<file path="config.mk">
export PLATFORM = sky130hd
export DESIGN_NAME = tick_scheduler
export DESIGN_NICKNAME = d
export VERILOG_FILES = /design/src/rtl/tick_scheduler.sv
export SDC_FILE = /design/constraint.sdc
export NUM_CORES = 1
export LEC_CHECK = 0
export CORE_MARGIN = 2
export CORE_UTILIZATION = 25
export CTS_CLUSTER_SIZE = 14
export DETAILED_ROUTE_END_ITERATION = 7
export GPL_TIMING_DRIVEN = 0
export PLACE_DENSITY = 0.45
export SYNTH_ARGS = -nofsm -noshare
export SYNTH_HDL_FRONTEND = slang
export SYNTH_SLANG_ARGS = --single-unit
</file>
<file path="constraint.sdc">
create_clock -name clk -period 6.13 [get_ports clk]
set_clock_uncertainty 0.05 [all_clocks]
set_input_delay 1.839 -clock clk [delete_from_list [all_inputs] [get_ports clk]]
set_output_delay 1.839 -clock clk [all_outputs]
set_load 0.02 [all_outputs]
</file>
<file path="src/rtl/tick_scheduler.sv">
// Shared free-running cycle counter with NUM_CH programmable one-cycle clock-enable ticks.
// Optional one-shot channels are enabled by defining TICK_SCHED_ONESHOT_EN.
module tick_scheduler #(
  parameter int NUM_CH = 4,
  parameter int CHW    = 2,
  parameter int PW     = 16
) (
  input  logic              clk,
  input  logic              rst_n,
  input  logic              cfg_valid,
  output logic              cfg_ready,
  input  logic [CHW-1:0]    cfg_ch,
  input  logic [PW-1:0]     cfg_period,
  input  logic              cfg_en,
`ifdef TICK_SCHED_ONESHOT_EN
  input  logic              cfg_oneshot,
`endif
  output logic [NUM_CH-1:0] tick,
  output logic [NUM_CH-1:0] active,
  output logic [31:0]       div_res
);

  localparam logic [0:0] S_IDLE  = 1'b0;
  localparam logic [0:0] S_APPLY = 1'b1;

  logic [0:0]     r_state;
  logic [CHW-1:0] r_ch;
  logic [PW-1:0]  r_period;
  logic           r_en;
  logic           r_os;
  logic [31:0]    r_div_res;
  logic           w_xfer;
  logic           w_os_in;

`ifdef TICK_SCHED_ONESHOT_EN
  assign w_os_in = cfg_oneshot;
`else
  assign w_os_in = 1'b0;
`endif

  assign cfg_ready = (r_state == S_IDLE);
  assign w_xfer    = cfg_valid & cfg_ready;
  assign div_res   = r_div_res;

  // Config port: accept in IDLE, write the latched request to its channel in APPLY.
  always_ff @(posedge clk) begin
    if (!rst_n) begin
      r_state   <= S_IDLE;
      r_ch      <= '0;
      r_period  <= '0;
      r_en      <= 1'b0;
      r_os      <= 1'b0;
      r_div_res <= '0;
    end else begin
      r_div_res <= r_div_res + 32'd1;
      case (r_state)
        S_IDLE: begin
          if (w_xfer) begin
            r_ch     <= cfg_ch;
            r_period <= cfg_period;
            r_en     <= cfg_en;
            r_os     <= w_os_in;
            r_state  <= S_APPLY;
          end
        end
        default: r_state <= S_IDLE;
      endcase
    end
  end

  for (genvar g = 0; g < NUM_CH; g++) begin : g_ch
    localparam logic [CHW-1:0] IDX = CHW'(g);

    logic [PW-1:0] r_per;
    logic [PW-1:0] r_cnt;
    logic          r_tick;
    logic          r_active;
    logic          r_oneshot;
    logic          w_apply;

    // Out-of-range channel numbers never match any IDX, so they change nothing.
    assign w_apply   = (r_state == S_APPLY) && (r_ch == IDX);
    assign tick[g]   = r_tick;
    assign active[g] = r_active;

    always_ff @(posedge clk) begin
      if (!rst_n) begin
        r_per     <= '0;
        r_cnt     <= '0;
        r_tick    <= 1'b0;
        r_active  <= 1'b0;
        r_oneshot <= 1'b0;
      end else if (w_apply) begin
        r_tick <= 1'b0;
        if (r_en && (r_period != '0)) begin
          r_per     <= r_period;
          r_cnt     <= r_period - PW'(1);
          r_active  <= 1'b1;
          r_oneshot <= r_os;
        end else begin
          r_cnt    <= '0;
          r_active <= 1'b0;
        end
      end else if (r_active) begin
        if (r_cnt == '0) begin
          r_tick <= 1'b1;
          r_cnt  <= r_per - PW'(1);
          if (r_oneshot) r_active <= 1'b0;
        end else begin
          r_tick <= 1'b0;
          r_cnt  <= r_cnt - PW'(1);
        end
      end else begin
        r_tick <= 1'b0;
      end
    end
  end

endmodule

</file>
Word level (Yosys, flattened, before mapping)
Cells that the tools add are included.
{ "totals": {"reg_bits": 188, "latch_bits": 0, "ram_bits": 0, "rom_bits": 0, "inputBits": 22, "output_inout_bits": 41, "elab_cells": 93, "n_memories": 0} }
{ "classes": {"add_sub_neg": 10, "mul": 0, "div_mod_pow": 0, "order_cmp": 0, "n_eq_ne": 3, "shift": 0, "n_mux": 27, "bitwise_logic": 7, "reduce_logical": 25} }
{ "op_table": {"columns": ["operator", "count"], "rows": [
  ["$mux 16", 13],
  ["$sub 16x1->16 const B", 9],
  ["$logic_not 16->1", 4],
  ["$add 32x1->32 const B", 1],
  ["$reduce_bool 16->1", 1],
  ["$mux 1", 14],
  ["$reduce_or 3->1", 4],
  ["$reduce_and 2->1", 5],
  ["$reduce_bool 2->1", 4],
  ["$not 1->1", 6],
  ["$logic_and 1x1->1", 5],
  ["$eq 2x2->1 const B", 2],
  ["$eq 2x1->1 const B", 1],
  ["$logic_not 2->1", 1],
  ["$reduce_or 2->1", 1],
  ["$and 1x1->1", 1]
]} }

Longest topological paths before layout
Gate-level depths: netlist (run 1).
{ "logic_depth": {"word_depth": 4, "ltp_mapped": 14, "ltp_nobuf": 12} }

Worst setup path before layout (run 1)
Ideal clock, no wire load.
{ "synth_path": {"kind": "reg2reg", "startpoint": "reg g_ch[3].r_cnt[11]", "endpoint": "reg g_ch[3].r_cnt[6]", "setup_time_ns": 0.115, "arrival_ns": 2.917, "required_ns": 5.965, "setup_slack_ns": 3.048, "path_stages_with_launch": 14, "n_path_buf": 2, "synth_period_minus_slack_ns": 3.082, "cell_sequence": "dfxtp_1 -> or4_1 -> and4bb_2 -> and2_1 -> buf_4 -> buf_4 -> a21oi_1 -> ha_1 -> nand2_1 -> or3_1 -> mux2_2 -> a221oi_1 -> a21oi_1 -> o21a_1"} }
{ "synth_via": {"elab_chain_len": 4} }
{ "synth_lines": {"columns": ["item", "line_no", "text"], "rows": [
  ["start: declaration", "75", "logic [PW-1:0] r_cnt;"],
  ["start signal: assignment", "97", "r_cnt <= r_period - PW'(1);"],
  ["start signal: assignment", "107", "r_cnt <= r_per - PW'(1);"],
  ["start signal: assignment", "111", "r_cnt <= r_cnt - PW'(1);"],
  ["$logic_not 16->1", "105", "if (r_cnt == '0) begin"],
  ["$mux 16", "105", null],
  ["$mux 16", "104", "end else if (r_active) begin"],
  ["$mux 16", "93", "end else if (w_apply) begin"]
]} }
No other way between the ends. The select of a mux whose other input is x is not followed.
A chain may end at the register's enable or synchronous reset.

Final worst setup path (run 1)
{ "layout_path": {"startpoint": "reg r_period[0]", "endpoint": "reg g_ch[0].r_cnt[3]"} }
{ "layout_via": {"elab_chain_len": 4, "elab_cells_between_ends": 5, "cone_classes": "1 x add/sub; 2 x mux; 2 x reduce/logical"} }
{ "layout_lines": {"columns": ["item", "line_no", "text"], "rows": [
  ["start: declaration", "28", "logic [PW-1:0] r_period;"],
  ["start signal: assignment", "60", "r_period <= cfg_period;"],
  ["parallel branches: the longest is 2 deep, another holds $sub 16x1->16", null, null],
  ["$mux 16 *", "95", "if (r_en && (r_period != '0)) begin"],
  ["$mux 16 *", "93", null],
  ["end signal: assignment", "97", null],
  ["end signal: assignment", "107", null],
  ["end signal: assignment", "111", null],
  ["end: declaration", "75", null]
]} }
Every way passes the cells marked *.

==> results of run 1 <==
-- worst reg2reg max path, cell delays in order, from the launching register on --
cell and delay [ns]:
sky130_fd_sc_hd__dfxtp_1 0.31, sky130_fd_sc_hd__clkbuf_1 0.60, sky130_fd_sc_hd__inv_1 0.44, sky130_fd_sc_hd__ha_1 0.41
sky130_fd_sc_hd__nor2b_1 0.19, sky130_fd_sc_hd__and2_1 0.27, sky130_fd_sc_hd__a21bo_1 0.20, sky130_fd_sc_hd__buf_2 0.19
sky130_fd_sc_hd__nor2_1 0.74, sky130_fd_sc_hd__nor2_1 0.12, sky130_fd_sc_hd__a311oi_1 0.29
-- layer usage --
| metal | GRT usage (%) | vias up | share of wire [%] |
|---|---|---|---|
| met4 | 4.779 | 0 | 1.8 |
| met2 | 28.90 | 299 | 45 |
| met5 | 0 | - | 0 |
| met3 | 3.945 | 40 | 5.9 |
| li1 | - | 4788 | - |
| met1 | 24.53 | 4796 | 47 |
-- cells by family (layout without fill, tap and decap cells) --
group / Yosys count / after routing / synth area share (%)
XOR/XNOR: 62 / 62 / 5.383
AO/OA/AOI/OAI: 331 / 331 / 20.36
AND/OR/NAND/NOR: 544 / 544 / 26.40
flip-flops: 188 / 188 / 37.31
adder cells (fa/ha/maj): 6 / 6 / 0.7441
multiplexers: 47 / 47 / 4.688
buffers and inverters: 116 / 209 / 5.110
-- cells in the final DEF (no fill, tap or decap), types with 36 or more instances in the layout --
| cell type | instances |
|---|---|
| sky130_fd_sc_hd__a21oi_1 | 143 |
| sky130_fd_sc_hd__clkbuf_1 | 64 |
| sky130_fd_sc_hd__clkdlybuf4s50_1 | 61 |
| sky130_fd_sc_hd__dfxtp_1 | 188 |
| sky130_fd_sc_hd__mux2i_1 | 45 |
| sky130_fd_sc_hd__nand2_1 | 144 |
| sky130_fd_sc_hd__nand3_1 | 41 |
| sky130_fd_sc_hd__nor2_1 | 171 |
| sky130_fd_sc_hd__nor3_1 | 36 |
| sky130_fd_sc_hd__o21ai_0 | 50 |
-- power breakdown --
part	internal, mW	switching [mW]
clock network	0.636	0.542
registers	1.24	0.0212
logic	0.146	0.278
total	2.02	0.841
-- how the worst max path moves through the flow --
stage	start	endpoint	slack, ns
2_1_floorplan	g_ch[3].r_cnt[11]	g_ch[3].r_cnt[6]	3.05
6_report	r_period[0]	g_ch[0].r_cnt[3]	2.23
3_3_place_gp	rst_n	g_ch[3].r_cnt[10]	2.12
5_1_grt	r_period[0]	g_ch[0].r_cnt[3]	2.26
4_1_cts	r_period[0]	g_ch[0].r_cnt[3]	2.33
3_5_place_dp	rst_n	g_ch[3].r_cnt[10]	2.14
-- flip-flops by register name, summed over array words and instances, names as in the netlist --
signal and count:
g_ch.r_cnt 64, g_ch.r_per 64, div_res 32, r_period 16, g_ch.r_active 4, g_ch.r_tick 4
r_ch 2, r_en 1, r_state 1
-- final cells by class --
cell class	instances	area, µm²	area share (%)
clock buffer	20	456.7	3.818
inverter	24	90.09	0.7531
tap	525	656.9	5.491
timing repair buffer	61	610.6	5.104
multi-input combinational	990	5809	48.56
sequential	188	3764	31.46
buffer	92	425.4	3.556
clock inverter	12	150.1	1.255
-- per-stage QoR --
stage	util, %	cells
floorplan	-	1294
global placement	28.52	1880
detailed placement	28.52	1880
CTS	30.04	1912
global route	30.04	1912
finish	30.04	1912
==> summary.md, run 1 <==
* run status: finished clean
* worst hold path class: reg2reg
* number of nets in the finished design: 1402
* effective utilization at floorplan: 25.33%
* endpoint type of the worst setup path: register
* shortest clock period the worst path allows after layout: 3.900 ns
* Resize count post-CTS: 0
* Hold Path Sink: div_res[0]
* startpoint class of the critical path: register
* mean routed wirelength per cell: 19.76 µm
* Rel. slew slack: 13.25%
* critical path required time: 6.43 ns
* number of buffers and inverters on the critical path: 3
* count of cell instances traversed by the critical path: 10
* worst-path cell chain: clkbuf_1 > inv_1 > ha_1 > nor2b_1 > and2_1 > a21bo_1 > buf_2 > nor2_1 > nor2_1 > a311oi_1
* Synth Flop Type: sky130_fd_sc_hd__dfxtp_1
* Via-to-Cell Ratio: 5.190
* layout-stage area growth over the synthesis result: 18.58%
* static leakage: 4.411 nW
* most common cell in the netlist: sky130_fd_sc_hd__dfxtp_1
* Vert. Die Dim: 204.9 µm
* n_diodes: 0
* post-synthesis net count: 1322
* PnR Total Power: 2.862 mW
* DRT Wirelength: 37770 µm
* maximum clock insertion buffer count: 2
* row count: 73
* GPL Wtd Cong: 0.8795
* CTS sink count: 188
* most repeated library cell on the critical path: sky130_fd_sc_hd__nor2_1
* EDFF count, synth: 0
* dpl ws: 2.143 ns
* number of cell instances on the worst register-to-register path: 10
* clock slew at the register clock pins of the worst setup and hold paths: 0.08 ns
* total congestion overflow: 0
* post-CTS repair timing setup buffer count: 0
* vias after detailed routing: 9923
* RSZ-0062 raised after global routing: false
* critical-path maximum fanout: 10
* internal reg-to-reg setup slack: 2.23 ns
* startpoint of the lowest-slack register-to-register path: r_period[0]
* width of the die: 204.9 µm
* total CTS buffers: 17
* number of detailed-route iterations in the first pass: 7
* yosys synthesis warning count: 0
* initial antenna violation count: 0
* number of synthesized register bits: 188
* # H-tree levels: 4
* dpl cell area: 11360 µm²
* quantity of hold-fixing buffers added after cts: 0
* core box area: 39820 µm²
* part of the Yosys area used for sequential elements: 37.31%
* post-route clock period utilization: 63.63%
* fraction of final layout cells with drive strength greater than 1: 6.273%
* worst hold slack: 0.4261 ns
* post-DP HPWL: 26670 µm
* vias in the first global route: 9328
* share of async-settable or async-resettable flops after synthesis: 0%
* source-to-sink clock delay at the later pin of the worst-skew pair: 0.45 ns
* residual antenna-violating net count after detailed routing: 0
* Unique masters post-synth: 83
* Max-Cap Viols: 0
* slew at the pin closest to its max-slew limit: 1.288 ns
* Crit path largest cell delay: 0.74 ns
* number of buffer cells added on primary ports: 61
* worst hold path cell count: 1
* DRC violations left: 0
* Top delay family on crit path: simple AND/OR/NAND/NOR gates
* hold violation total from the final report: 0
* highest clock rate: 0.2564 GHz
* cell count after synthesis: 1294
* First DRT Iteration DRCs: 843
* Die Area: 41980 µm²
* number of filler cells placed in the layout: 4351
* Yosys top cell by area: sky130_fd_sc_hd__dfxtp_1
* launch point of the worst hold path: div_res[0]
* largest cells by area after synthesis: sky130_fd_sc_hd__dfxtp_1 37%, sky130_fd_sc_hd__a21oi_1 7.1%, sky130_fd_sc_hd__nor2_1 6.4%
* total global-route track usage: 18.08%
* cell at the slowest stage of the critical path: sky130_fd_sc_hd__nor2_1
* slack of the critical path: 2.230 ns
* clock tree from TritonCTS: done
* post-synthesis cell area: 10090 µm²
* IR drop worst, VDD: 0.0001720 V
* largest net degree at the start of global routing: 18
* setup TNS: 0 ns
* post-route design area: 11960 µm²
* kind of critical path: reg2reg
* worst reg2reg path endpoint: g_ch[0].r_cnt[3]
* average size of a mapped cell: 7.796 µm²
* data arrival time of the critical path: 4.20 ns
* power density normalized to cell area: 239.2 nW/µm²
* count of final setup violators: 0
* most frequent cells after synthesis: 188 x sky130_fd_sc_hd__dfxtp_1, 171 x sky130_fd_sc_hd__nor2_1, 144 x sky130_fd_sc_hd__nand2_1
* number of top-level design ports: 63
* library cell used as clock root buffer: sky130_fd_sc_hd__clkbuf_16
* count of pins over their slew limit: 0
* fraction of post-synthesis cell area in the top cell type by area: 37.31%
* global-route wire length before repair: 57030 µm
(Power assumes the default switching activity.)
==> inputs of run 2 (changes only) <==
- PLACE_DENSITY: 0.45 -> 0.47
- clock period: 6.13 -> 3.15 ns (I/O delays scaled with it)
==> run 2 against run 1 <==
Effect of this change: combinational power increased by 100%; critical endpoint is now g_ch[3].r_cnt[6]; final area increased by 2.7%; sequential power increased by 95%.
==> summary.md, run 2 (synthesis gave the netlist of run 1 again) <==
* run status: finished clean
* critical path required time: 3.44 ns, -2.99 ns
* total congestion overflow: 0, unchanged
* largest net degree at the start of global routing: 18, unchanged
* Placed Cells: 1880, unchanged
* vias after detailed routing: 10010, +0.89%
* mean routed wirelength per cell: 19.58 µm, -0.87%
* effective utilization at floorplan: 25.33%, unchanged
* source-to-sink clock delay at the later pin of the worst-skew pair: 0.45 ns, about the same
* Max-Cap Viols: 0, unchanged
* CTS sink count: 188, unchanged
* kind of critical path: reg2reg
* vias in the first global route: 9519, +2.0%
* met3 routing resource usage after global routing: 4.788%, +0.84 points
* library cell used as clock root buffer: sky130_fd_sc_hd__clkbuf_16
* post-DP HPWL: 26350 µm, -1.2%
* slew at the pin closest to its max-slew limit: 1.063 ns, -0.2247 ns
* total global-route track usage: 18.15%, +0.074 points
* Register Area: 3787 µm², +0.63%
* worst hold path class: reg2reg
* met1 routing resource usage after global routing: 24.45%, -0.078 points
* n_diodes: 0, unchanged
* count of final setup violators: 0, unchanged
* number of buffer cells added on primary ports: 61, unchanged
* First DRT Iteration DRCs: 847, +0.47%
* width of the die: 204.9 µm, unchanged
* layout-stage area growth over the synthesis result: 21.78%
* maximum clock insertion buffer count: 2, unchanged
* final non-filler cell total: 1924, +0.63%
* endpoint type of the worst setup path: register
* cell at the slowest stage of the critical path: sky130_fd_sc_hd__or4_4
* startpoint of the lowest-slack register-to-register path: g_ch[3].r_cnt[12]
* Most Crowded Layer GR: met2
* highest clock rate: 0.3259 GHz, +27%
* DRC violations left: 0, unchanged
* clock tree from TritonCTS: done
* internal reg-to-reg setup slack: 0.08 ns, -2.15 ns
* core box area: 39820 µm², unchanged
* Die Area: 41980 µm², unchanged
* shortest clock period the worst path allows after layout: 3.068 ns, -0.8322 ns
* number of nets in the finished design: 1414, +0.86%
* global-route wire length before repair: 57710 µm, +1.2%
* worst-path cell chain: or4_4 > and4bb_4 > and2_4 > buf_6 > buf_8 > a21oi_1 > ha_2 > nand2_2 > or3_4 > mux2_2 > a221oi_2 > a21oi_1 > o21a_1
* worst reg2reg path endpoint: g_ch[3].r_cnt[6]
* count of pins over their slew limit: 0, unchanged
* startpoint class of the critical path: register
* Crit path largest cell delay: 0.52 ns, -0.22 ns
* clock slew at the register clock pins of the worst setup and hold paths: 0.07 ns, about the same
* # H-tree levels: 4, unchanged
* power density normalized to cell area: 455.3 nW/µm², +90%
* final core utilization: 30.85%, +0.81 points
* count of cell instances traversed by the critical path: 13, +3
* PnR Total Power: 5.593 mW, +95%
* number of filler cells placed in the layout: 4304, -1.1%
* static leakage: 4.562 nW, +3.4%
* Top delay family on crit path: simple AND/OR/NAND/NOR gates
* fraction of final layout cells with drive strength greater than 1: 10.65%, +4.4 points
* multi-input combinational cell area: 5996 µm², +3.2%
* total CTS buffers: 17, unchanged
* row count: 73, unchanged
* Rel. slew slack: 29.14%, +16 points
* critical-path maximum fanout: 4, -6
* initial antenna violation count: 0, unchanged
* number of top-level design ports: 63, unchanged
* data arrival time of the critical path: 3.36 ns, -0.84 ns
* met2 track demand over resource in global routing: 28.37%, -0.53 points
* post-route clock period utilization: 97.40%, +34 points
* residual antenna-violating net count after detailed routing: 0, unchanged
* setup TNS: 0 ns, unchanged
* Vert. Die Dim: 204.9 µm, unchanged
* IR drop worst, VDD: 0.0003864 V, +120%
* Critical Path End: g_ch[3].r_cnt[6]
* number of cell instances on the worst register-to-register path: 13, +3
* number of detailed-route iterations in the first pass: 8, +1
* Via-to-Cell Ratio: 5.203, +0.26%
* number of buffers and inverters on the critical path: 2, -1
* DRT Wirelength: 37680 µm, -0.25%
* hold violation total from the final report: 0, unchanged
* GPL Wtd Cong: 0.8741, -0.61%
* worst setup path startpoint: g_ch[3].r_cnt[12]
* most common cell after layout, fill and taps aside: sky130_fd_sc_hd__dfxtp_1
* most repeated library cell on the critical path: sky130_fd_sc_hd__a21oi_1
* most frequent cells in the layout: 169 x sky130_fd_sc_hd__dfxtp_1, 168 x sky130_fd_sc_hd__nor2_1, 143 x sky130_fd_sc_hd__nand2_1
* quantity of hold-fixing buffers added after cts: 0, unchanged
==> run 2: cell types whose count changed in the layout (fill, tap and decap cells not counted), moves of 4 or more <==
cell | previous run | this run
sky130_fd_sc_hd__dfxtp_2 | 0 | 19
sky130_fd_sc_hd__dfxtp_1 | 188 | 169
sky130_fd_sc_hd__nor4_1 | 22 | 13
sky130_fd_sc_hd__nor4_4 | 1 | 5
sky130_fd_sc_hd__nor4_2 | 3 | 8
sky130_fd_sc_hd__buf_4 | 16 | 28
==> run 2: layout make-up <==
cell class / instances / area share [%]
Multi-Input combinational cell: 990 / 48.80
Sequential cell: 188 / 30.83
Timing Repair Buffer: 74 / 5.764
Tap cell: 525 / 5.347
Clock buffer: 20 / 3.717
Buffer: 91 / 3.554
Clock inverter: 12 / 1.222
Inverter: 24 / 0.7638
==> run 2: repair_timing <==
action | CTS | global route
pin swaps | 2 | 8
buffers inserted | 4 | 9
resized for setup | 22 | 43
cloned | 0 | 0
setup endpoints to repair | 118 | 24
==> run 2: worst min-delay path: stages (launching register included) <==
cell and delay [ns]:
sky130_fd_sc_hd__dfxtp_1 0.33, sky130_fd_sc_hd__nand2_1 0.06, sky130_fd_sc_hd__a21oi_1 0.05
==> run 2: layer usage <==
layer	wire length (µm)	vias up
met5	0	-
met4	818	0
met3	3031	48
met2	16800	377
met1	17030	4759
li1	-	4827
==> run 2: worst min-delay path by stage <==
stage                            from                 to  depth (start not counted)  slack (ns)
floorplan           g_ch[3].r_per[13]  g_ch[3].r_per[13]                          2        0.39
global placement     g_ch[3].r_per[1]   g_ch[3].r_per[1]                          2        0.42
detailed placement   g_ch[3].r_per[1]   g_ch[3].r_per[1]                          2        0.43
CTS                  g_ch[3].r_per[1]   g_ch[3].r_per[1]                          2        0.44
global route         g_ch[3].r_per[0]   g_ch[3].r_per[0]                          2        0.47
finish              g_ch[3].r_per[14]  g_ch[3].r_per[14]                          2        0.44
==> run 2: metrics by stage <==
stage	hold WS (ns)	setup WS [ns]	cell area, µm²
finish	0.4363	0.08193	12290
floorplan	0.3865	0.06808	10090
CTS	0.4371	0.003908	12080
global route	0.4665	-0.002411	12290
detailed placement	0.4265	-0.6282	11360
global placement	0.4218	-0.6144	11360
==> run 2: where the power goes <==
group          internal (mW)  switching [mW]  leakage, nW  total [mW]
clock                   1.24            1.05        0.292        2.28
combinational          0.308           0.543         2.74       0.850
sequential              2.41          0.0482         1.53        2.46
==> inputs of run 3 (changes only) <==
- ABC_CLOCK_PERIOD_IN_PS: not set -> 3150
- DONT_BUFFER_PORTS: not set -> 1
- HOLD_SLACK_MARGIN: not set -> 0.06
- PLACE_DENSITY: 0.47 -> 0.45
==> run 3 against run 2 <==
Effect of this change: first-iteration DRC count decreased by 3.2%; via count decreased by 3.1%; utilization decreased by 1.7 points; sequential power about the same; final area decreased by 5.4%; global-route usage decreased by 0.050 points; wire length increased by 0.24%; maximum frequency decreased by 0.45%; non-clock buffer count decreased by 67; worst setup slack got worse by 0.014 ns.
==> summary.md, run 3 (synthesis gave the netlist of run 1 again) <==
* global-route wire length before repair: 57220 µm, -0.85%
* n_diodes: 0, unchanged
* vias in the first global route: 9241, -2.9%
* endpoint type of the worst setup path: register
* quantity of hold-fixing buffers added after cts: 0, unchanged
* Via-to-Cell Ratio: 5.230, +0.51%
* core box area: 39820 µm², unchanged
* slew at the pin closest to its max-slew limit: 0.9887 ns, -0.07418 ns
* maximum clock insertion buffer count: 2, unchanged
* count of final setup violators: 0, unchanged
* highest clock rate: 0.3245 GHz, -0.45%
* post-DP HPWL: 26330 µm, about the same
* width of the die: 204.9 µm, unchanged
* vias after detailed routing: 9701, -3.1%
* most common cell after layout, fill and taps aside: sky130_fd_sc_hd__dfxtp_1
* critical-path maximum fanout: 10, +6
* clock tree from TritonCTS: done
* total global-route track usage: 18.10%, -0.050 points
* startpoint class of the critical path: register
* number of buffer cells added on primary ports: 0, -100%
* total congestion overflow: 0, unchanged
* library cell used as clock root buffer: sky130_fd_sc_hd__clkbuf_16
* setup TNS: 0 ns, unchanged
* GPL Wtd Cong: 0.8978, +2.7%
* largest net degree at the start of global routing: 17, -1
* initial antenna violation count: 0, unchanged
* hold violation total from the final report: 0, unchanged
* number of detailed-route iterations in the first pass: 7, -1
* count of pins over their slew limit: 0, unchanged
* Die Area: 41980 µm², unchanged
* Rel. slew slack: 34.09%, +4.9 points
* layout-stage area growth over the synthesis result: 15.16%
* most frequent cells in the layout: 171 x sky130_fd_sc_hd__dfxtp_1, 168 x sky130_fd_sc_hd__nor2_1, 143 x sky130_fd_sc_hd__nand2_1
* residual antenna-violating net count after detailed routing: 0, unchanged
* DRT Wirelength: 37770 µm, +0.24%
* effective utilization at floorplan: 25.33%, unchanged
* kind of critical path: reg2reg
* Vert. Die Dim: 204.9 µm, unchanged
* critical path required time: 3.47 ns, +0.03 ns
* PnR Total Power: 5.642 mW, +0.86%
* worst hold path class: reg2reg
* Max-Cap Viols: 0, unchanged
* DRC violations left: 0, unchanged
* First DRT Iteration DRCs: 820, -3.2%
* IR drop worst, VDD: 0.0003816 V, -1.2%
* dpl cell area: 10750 µm², -5.4%
* source-to-sink clock delay at the later pin of the worst-skew pair: 0.45 ns, about the same
* final core utilization: 29.17%, -1.7 points
* static leakage: 4.308 nW, -5.6%
* run status: finished clean
* # H-tree levels: 4, unchanged
* CTS sink count: 188, unchanged
* post-route design area: 11620 µm², -5.4%
* RSZ-0062 raised after global routing: true
* clock slew at the register clock pins of the worst setup and hold paths: 0.08 ns, about the same
* number of top-level design ports: 63, unchanged
* data arrival time of the critical path: 3.41 ns, +0.05 ns
* Crit path largest cell delay: 0.55 ns, +0.03 ns
* worst-path cell chain: inv_1 > ha_1 > nor2b_1 > and2_1 > a21bo_1 > buf_2 > nor2_1 > o21ai_0 > a21oi_1
* power density normalized to cell area: 485.6 nW/µm², +6.7%
* post-route clock period utilization: 97.84%, +0.44 points
* shortest clock period the worst path allows after layout: 3.082 ns, +0.01399 ns
* cell at the slowest stage of the critical path: sky130_fd_sc_hd__dfxtp_2
* fraction of final layout cells with drive strength greater than 1: 10.38%, -0.27 points
* mean routed wirelength per cell: 20.36 µm, +4.0%
* row count: 73, unchanged
* total CTS buffers: 17, unchanged
* number of nets in the finished design: 1347, -4.7%
[run 3: metrics by stage]
stage | worst slack, ns | std cells | hold WS (ns)
after global routing | -0.03220 | 1855 | 0.4607
after CTS | -0.01199 | 1851 | 0.4331
after global placement | -0.6299 | 1819 | 0.4187
after floorplan | 0.06808 | 1294 | 0.3865
final | 0.06794 | 1855 | 0.4318
after detailed placement | -0.6495 | 1819 | 0.4220
[run 3: cell type report]
type                       count  area, µm²
clock buffer                  19      452.9
buffer                        90      425.4
timing repair buffer           8      60.06
clock inverter                11      156.4
sequential                   188       3785
fill                        4409      28210
inverter                      24      90.09
multi-input combinational    990       5991
tap                          525      656.9
[run 3: what timing repair did]
action | 4_1_cts | 5_1_grt
gates resized for setup | 25 | 36
pin swaps | 2 | 9
buffers inserted | 3 | 5
endpoints found under the setup margin | 119 | 34
[run 3: per-layer routing]
metal / vias to the layer above / GRT usage, % / wire, µm
met1: 4691 / 25.02 / 17860
li1: 4675 / - / -
met3: 45 / 4.120 / 2515
met2: 290 / 27.76 / 16510
met5: - / 0 / 0
met4: 0 / 5.781 / 889
[run 3: final timing paths]
kind | from | endpoint | slack (ns) | depth (start not counted)
max | r_period[0] | g_ch[0].r_cnt[13] | 0.07 | 9
min reg2reg | g_ch[3].r_per[1] | g_ch[3].r_per[1] | 0.43 | 2
min | g_ch[3].r_per[1] | g_ch[3].r_per[1] | 0.43 | 2
max reg2reg | r_period[0] | g_ch[0].r_cnt[13] | 0.07 | 9
[run 3: power by group]
group	internal [mW]	leakage [nW]	switching, mW	total (mW)
Sequential	2.41	1.53	0.0511	2.46
Combinational	0.281	2.49	0.543	0.824
Clock	1.30	0.295	1.05	2.35
Total	3.99	4.31	1.65	5.64
[run 3: critical path: cells and delay by family, from the launching register on]
family,cells,cell delay (ns)
adders and majority gates,1,0.36
AOI/OAI and AO/OA,3,0.65
DFF,1,0.55
buffers and inverters,2,0.51
and+or+nand+nor,3,0.89
